### src/rtl/object_table_ctrl_pkg.sv
// Shared widths, phase codes and FSM encoding for the object-table handshake controller.
package obj_table_pkg;
  localparam int COORD_W = 10;
  localparam int STATE_W = 3;
  localparam int CNT_W   = 4;

  typedef enum logic [1:0] {PH_NONE, PH_X, PH_Y, PH_STATE} phase_e;
  typedef enum logic [1:0] {IDLE, CAPTURE, ACK} fsm_e;
endpackage

### src/rtl/object_table_ctrl_if.sv
// Bundle of PIO words, phase handshake, frame strobe and active-bank outputs.
interface object_table_ctrl_if #(
  parameter int NUM_OBJ = 15
);
  import obj_table_pkg::*;

  logic [NUM_OBJ:0][31:0]        to_hw_ports;
  logic [1:0]                    to_hw_sig;
  logic                          frame_start;
  logic [1:0]                    to_sw_sig;
  logic [NUM_OBJ:1][COORD_W-1:0] x_coord;
  logic [NUM_OBJ:1][COORD_W-1:0] y_coord;
  logic [NUM_OBJ:1][STATE_W-1:0] obj_state;
  logic [CNT_W-1:0]              num_active;
  logic                          frame_committed;
  logic                          proto_err;

  modport master (
    output to_hw_ports, to_hw_sig, frame_start,
    input  to_sw_sig, x_coord, y_coord, obj_state, num_active, frame_committed, proto_err
  );

  modport slave (
    input  to_hw_ports, to_hw_sig, frame_start,
    output to_sw_sig, x_coord, y_coord, obj_state, num_active, frame_committed, proto_err
  );
endinterface

### src/rtl/object_table_ctrl_sync.sv
// Two-flop synchroniser followed by a registered value/stability pair.
module sig_sync_stable #(
  parameter int W = 2
) (
  input  logic         clk,
  input  logic         reset,
  input  logic [W-1:0] d,
  output logic [W-1:0] sync_val,
  output logic         stable
);
  logic [W-1:0] meta;
  logic [W-1:0] sync;

  // stable is registered with sync_val so the flag always describes the value presented with it
  always_ff @(posedge clk or posedge reset) begin
    if (reset) begin
      meta     <= '0;
      sync     <= '0;
      sync_val <= '0;
      stable   <= 1'b0;
    end else begin
      meta     <= d;
      sync     <= meta;
      sync_val <= sync;
      stable   <= (sync == sync_val);
    end
  end
endmodule

### src/rtl/object_table_ctrl.sv
// Phase-handshake capture into a shadow bank, committed atomically to the active bank on frame start.
module object_table_ctrl
  import obj_table_pkg::*;
#(
  parameter int NUM_OBJ = 15,
  parameter int Y_FLIP  = 480
) (
  input logic                clk,
  input logic                reset,
  object_table_ctrl_if.slave bus
);
  function automatic logic [COORD_W-1:0] flip_y(input logic [COORD_W-1:0] raw);
    return COORD_W'(Y_FLIP) - raw;
  endfunction

  function automatic logic [CNT_W-1:0] clamp_count(input logic [CNT_W-1:0] raw);
    return (int'(raw) > NUM_OBJ) ? CNT_W'(NUM_OBJ) : raw;
  endfunction

  logic [1:0] sig_val;
  logic       sig_stable;
  fsm_e       state, state_nxt;
  phase_e     phase, phase_nxt;
  logic       capture, err_set, commit;
  logic [2:0] mask, mask_nxt, capture_bit;

  logic [NUM_OBJ:1][COORD_W-1:0] x_sh, y_sh, x_act, y_act;
  logic [NUM_OBJ:1][STATE_W-1:0] st_sh, st_act;
  logic [CNT_W-1:0]              num_sh, num_act;
  logic                          committed, err;

  sig_sync_stable #(.W(2)) u_sync (
    .clk      (clk),
    .reset    (reset),
    .d        (bus.to_hw_sig),
    .sync_val (sig_val),
    .stable   (sig_stable)
  );

  always_ff @(posedge clk or posedge reset) begin
    if (reset) begin
      state <= IDLE;
      phase <= PH_NONE;
    end else begin
      state <= state_nxt;
      phase <= phase_nxt;
    end
  end

  always_comb begin
    state_nxt = state;
    phase_nxt = phase;
    capture   = 1'b0;
    err_set   = 1'b0;
    case (state)
      IDLE: begin
        if (sig_stable && sig_val != 2'd0) begin
          phase_nxt = phase_e'(sig_val);
          state_nxt = CAPTURE;
        end
      end
      CAPTURE: begin
        capture   = 1'b1;
        state_nxt = ACK;
      end
      ACK: begin
        if (sig_stable) begin
          if (sig_val == 2'd0)
            state_nxt = IDLE;
          else if (sig_val != phase)
            err_set = 1'b1;
        end
      end
      default: state_nxt = IDLE;
    endcase
  end

  always_comb begin
    capture_bit = 3'b000;
    if (capture) begin
      case (phase)
        PH_X:     capture_bit = 3'b001;
        PH_Y:     capture_bit = 3'b010;
        PH_STATE: capture_bit = 3'b100;
        default:  capture_bit = 3'b000;
      endcase
    end
  end

  // A capture landing on the commit edge survives into the next frame's mask
  assign commit   = bus.frame_start && (mask == 3'b111);
  assign mask_nxt = (commit ? 3'b000 : mask) | capture_bit;

  always_ff @(posedge clk or posedge reset) begin
    if (reset) begin
      x_sh      <= '0;
      y_sh      <= '0;
      st_sh     <= '0;
      num_sh    <= '0;
      x_act     <= '0;
      y_act     <= '0;
      st_act    <= '0;
      num_act   <= '0;
      mask      <= '0;
      committed <= 1'b0;
      err       <= 1'b0;
    end else begin
      if (capture) begin
        for (int i = 1; i <= NUM_OBJ; i++) begin
          case (phase)
            PH_X:     x_sh[i]  <= bus.to_hw_ports[i][COORD_W-1:0];
            PH_Y:     y_sh[i]  <= flip_y(bus.to_hw_ports[i][COORD_W-1:0]);
            PH_STATE: st_sh[i] <= bus.to_hw_ports[i][STATE_W-1:0];
            default: ;
          endcase
        end
        if (phase == PH_STATE)
          num_sh <= clamp_count(bus.to_hw_ports[0][CNT_W-1:0]);
      end
      if (commit) begin
        x_act   <= x_sh;
        y_act   <= y_sh;
        num_act <= num_sh;
        for (int i = 1; i <= NUM_OBJ; i++)
          st_act[i] <= (i > int'(num_sh)) ? '0 : st_sh[i];
      end
      committed <= commit;
      mask      <= mask_nxt;
      if (err_set)
        err <= 1'b1;
    end
  end

  assign bus.to_sw_sig       = (state == ACK) ? phase : PH_NONE;
  assign bus.x_coord         = x_act;
  assign bus.y_coord         = y_act;
  assign bus.obj_state       = st_act;
  assign bus.num_active      = num_act;
  assign bus.frame_committed = committed;
  assign bus.proto_err       = err;
endmodule

### src/flat_wrapper.sv
// flat-port wrapper written by rule: the top's interface ports become plain ports
module object_table_ctrl_flat import obj_table_pkg::*;
#(
  parameter int NUM_OBJ = 15,
  parameter int Y_FLIP  = 480
)
  (clk, reset, bus_to_hw_ports, bus_to_hw_sig, bus_frame_start, bus_to_sw_sig, bus_x_coord, bus_y_coord, bus_obj_state, bus_num_active, bus_frame_committed, bus_proto_err);
  object_table_ctrl_if #(.NUM_OBJ(NUM_OBJ)) bus_i ();
  input logic clk;
  input logic reset;
  input wire logic [$bits(bus_i.to_hw_ports)-1:0] bus_to_hw_ports;
  input wire logic [$bits(bus_i.to_hw_sig)-1:0] bus_to_hw_sig;
  input wire logic [$bits(bus_i.frame_start)-1:0] bus_frame_start;
  output wire logic [$bits(bus_i.to_sw_sig)-1:0] bus_to_sw_sig;
  output wire logic [$bits(bus_i.x_coord)-1:0] bus_x_coord;
  output wire logic [$bits(bus_i.y_coord)-1:0] bus_y_coord;
  output wire logic [$bits(bus_i.obj_state)-1:0] bus_obj_state;
  output wire logic [$bits(bus_i.num_active)-1:0] bus_num_active;
  output wire logic [$bits(bus_i.frame_committed)-1:0] bus_frame_committed;
  output wire logic [$bits(bus_i.proto_err)-1:0] bus_proto_err;
  assign bus_i.to_hw_ports = bus_to_hw_ports;
  assign bus_i.to_hw_sig = bus_to_hw_sig;
  assign bus_i.frame_start = bus_frame_start;
  assign bus_to_sw_sig = bus_i.to_sw_sig;
  assign bus_x_coord = bus_i.x_coord;
  assign bus_y_coord = bus_i.y_coord;
  assign bus_obj_state = bus_i.obj_state;
  assign bus_num_active = bus_i.num_active;
  assign bus_frame_committed = bus_i.frame_committed;
  assign bus_proto_err = bus_i.proto_err;
  object_table_ctrl #(.NUM_OBJ(NUM_OBJ), .Y_FLIP(Y_FLIP)) u_core (.clk(clk), .reset(reset), .bus(bus_i));
endmodule
### config.mk
export PLATFORM = sky130hd
export DESIGN_NAME = object_table_ctrl_flat
export DESIGN_NICKNAME = d
export VERILOG_FILES = /design/src/rtl/object_table_ctrl_pkg.sv /design/src/rtl/object_table_ctrl_if.sv /design/src/rtl/object_table_ctrl_sync.sv /design/src/rtl/object_table_ctrl.sv /design/src/flat_wrapper.sv
export SDC_FILE = /design/constraint.sdc
export NUM_CORES = 2
export LEC_CHECK = 0
export BUFFER_PORTS_ARGS = -buffer_cell sky130_fd_sc_hd__buf_2
export CAP_MARGIN = 30
export CORE_AREA = 2 2 337 339
export CTS_BUF_LIST = sky130_fd_sc_hd__clkbuf_8
export CTS_CLUSTER_SIZE = 25
export DETAILED_ROUTE_END_ITERATION = 10
export DIE_AREA = 0 0 339 341
export GPL_TIMING_DRIVEN = 0
export PLACE_DENSITY_LB_ADDON = 0.2
export SYNTH_ARGS = -nofsm -noshare
export SYNTH_HDL_FRONTEND = slang
export SYNTH_SLANG_ARGS = --single-unit
### constraint.sdc
create_clock -name clk -period 29.9 [get_ports clk]
set_input_delay 2.99 -clock clk [delete_from_list [all_inputs] [get_ports clk]]
set_output_delay 2.99 -clock clk [all_outputs]
set_load 0.02 [all_outputs]
==> flow_summary_export.csv <==
group,metric,value,unit
grt,grt_max_degree,123,
clock_tree,h-tree-depth,4,
floorplanning,dieHeight,341,um
placed_design,io_buffers,511,
finish,multi_input_area,10300,um^2
route,ant_nets,0,
finish,regArea,17900,um^2
yosys,yosysSeqAreaShare,0.615,
finish,nets,3941,
floorplanning,core-area,112000,um^2
min_path,hp-class,"flip-flop to flip-flop",
placed_design,dp_hpwl,79600,um
yosys,synth_area,29000,um^2
clock_tree,cts_buffer_depth,3,
clock_tree,cts-root-buf,"clkbuf_8",
critical_path,endpoint_kind,"output pin",
clock_tree,clkSinkCount,714,
sta,slew_viol_final,0,
grt,overflow,0,
finish,final_cell_mix,"nand2_1 (1149), dfrtp_1 (714), buf_2 (555)",
clock_tree,cts_buffers,139,
critical_path,required,26.91,ns
route,vias_per_cell,4.32,
sta,post-route-period-util,0.163,
critical_path,cp.arrival,1.88,ns
clock_tree,clk_pin_slew,0.06,ns
yosys,ys_ff_latch,714,
sta,fin_crit,4.87,ns
floorplanning,pin_count,870,
clock_tree,worstSkewPairLatency,0.81,ns
finish,fillers,11735,
power,irDropWorstVdd,0.0483,mV
critical_path,path_max_fanout,4,
route,drc_errors,0,
finish,synthToLayoutAreaGrowth,26.1,%
critical_path,crit_type,"flip-flop to output pin",
sta,finalClockSkew,0.0319,ns
floorplanning,rows,123,
finish,drive_gt1_frac,0.285,
grt,antenna_found_initial,12,
clock_tree,cts_resized,0,
route,wl_per_cell,21.9,um
sta,worst_pin_slew,0.926,ns
clock_tree,hold_buffers,0,
grt,grt_pass1_vias,22288,
clock_tree,post_cts_buffers,0,
yosys,yosys_warnings,0,
finish,final_common_cell,"nand2_1",
power,power.density,109,nW/um^2
flow_run,drv_cap,0,
grt,grt_pass1_wl,160000,um
sta,maxSlewHeadroom,0.376,
yosys,synth_cells,2741,
grt,grt_usage,0.190,
yosys,syn_avg_cell_area,10.6,um^2
route,routed_wl,110000,um
floorplanning,dieArea,116000,um^2
sta,setup_viol,0,
finish,fin_util,0.327,
route,vias,21636,
route,dr.pass1.iters,5,
sta,rsz0062_at_grt,"no",
clock_tree,cts_tree,"built",
floorplanning,die_w,339,um
yosys,synth_ff_type,"dfrtp_1",
yosys,synth.distinct_cells,45,
sta,setup_tns,0,ns
power,p_leak,19.2,nW
floorplanning,start_util,0.260,
run_status,status,"finished clean",
yosys,synthArstFlopShare,1.00,
sta,hold_violations,0,
sta,max_freq,0.205,GHz
yosys,synth_edf_count,0,
yosys,synth_nets,3273,
placed_design,place.gp.congestion,0.777,
critical_path,start_kind,"flip-flop",
route,initialDrtViolationCount,1147,
[power breakdown]
group	switching, mW	internal (mW)	total, mW	leakage (nW)
Clock	0.449	0.550	0.999	1.62
Combinational	0.815	0.467	1.28	8.70
Sequential	0.273	1.43	1.70	8.90
Total	1.54	2.45	3.98	19.2
[layer usage]
metal / global-route usage / up-vias / wire, um
met5: 0 / - / 50
met4: 0.0527 / 8 / 2190
met3: 0.0752 / 148 / 9740
met2: 0.272 / 614 / 45800
met1: 0.265 / 10574 / 52100
li1: - / 10292 / -
[cell usage after synthesis, types with 11 or more instances]
cell type | number | area share
nand2_1 | 1149 | 0.15
dfrtp_1 | 714 | 0.62
o21ai_0 | 168 | 0.029
mux2_2 | 97 | 0.038
mux2_4 | 89 | 0.046
clkbuf_1 | 68 | 0.0088
xnor2_1 | 47 | 0.014
xor2_1 | 47 | 0.014
buf_2 | 44 | 0.0076
nor2_1 | 41 | 0.0053
inv_1 | 36 | 0.0047
o31ai_1 | 28 | 0.0072
a22o_1 | 25 | 0.0075
nand3_1 | 19 | 0.0033
ha_1 | 15 | 0.0065
o211ai_1 | 14 | 0.0036
or4_4 | 14 | 0.0054
a21boi_0 | 12 | 0.0031
nand2b_1 | 11 | 0.0024
nor4b_1 | 11 | 0.0033
[critical path: stages, from the launching register on]
cell	delay (ns)
dfrtp_1	0.41
nor2b_1	0.29
and2_1	0.22
buf_2	0.18
[path summary, 6_finish.rpt]
check / start / end / slack, ns / depth (start not counted)
hold reg to reg: u_core.u_sync.meta[0] / u_core.u_sync.sync[0] / 0.35 / 0
setup reg to reg: u_core.state[0] / u_core.y_sh[44] / 26.98 / 7
setup / recovery: u_core.state[1] / bus_to_sw_sig[1] / 25.03 / 3
max in group asynchronous: reset / u_core.x_sh[131] / 25.13 / 6
min in group asynchronous: reset / u_core.bus.x_coord[47] / 2.27 / 2
hold / removal: u_core.u_sync.meta[0] / u_core.u_sync.sync[0] / 0.35 / 0
[final cells by class]
type	count	share of cell area
clock buffer	170	0.0639
buffer	134	0.0203
tap	1500	0.0512
inverter	38	0.00410
timing repair buffer	527	0.0787
antenna	2	0.000137
sequential	714	0.488
clock inverter	74	0.0128
multi-input combinational	1855	0.281
[registers in the layout, indices dropped and copies added (netlist names), 3 cells and up]
signal	count
u_core.bus.x_coord	150
u_core.bus.y_coord	150
u_core.x_sh	150
u_core.y_sh	150
u_core.bus.obj_state	45
u_core.st_sh	45
u_core.bus.num_active	4
u_core.num_sh	4
u_core.mask	3
[cell families (layout without fill, tap and decap cells)]
family / count (synthesis) / in the layout / share of synthesized area
AND/OR/NAND/NOR: 1285 / 1285 / 0.179
buffers and inverters: 172 / 943 / 0.0305
multiplexers: 186 / 186 / 0.0836
XOR/XNOR: 94 / 94 / 0.0283
flip-flops: 714 / 714 / 0.615
AO/OA/AOI/OAI: 275 / 275 / 0.0573
other: 0 / 2 / 0
adder cells (fa/ha/maj): 15 / 15 / 0.00646
[through the flow]
stage | area [um^2] | setup WS [ns] | power (mW) | instances | hold WS [ns]
2_1_floorplan | 29000 | 6.88 | 2.44 | 2741 | 0.331
3_3_place_gp | 33500 | -3.46 | 3.00 | 4752 | 0.341
3_5_place_dp | 33800 | 24.12 | 3.01 | 4768 | 0.345
4_1_cts | 36600 | 24.90 | 4.05 | 5012 | 0.357
5_1_grt | 36600 | 24.74 | 4.26 | 5013 | 0.363
6_report | 36600 | 25.03 | 3.98 | 5014 | 0.351
(Power assumes the default switching activity.)
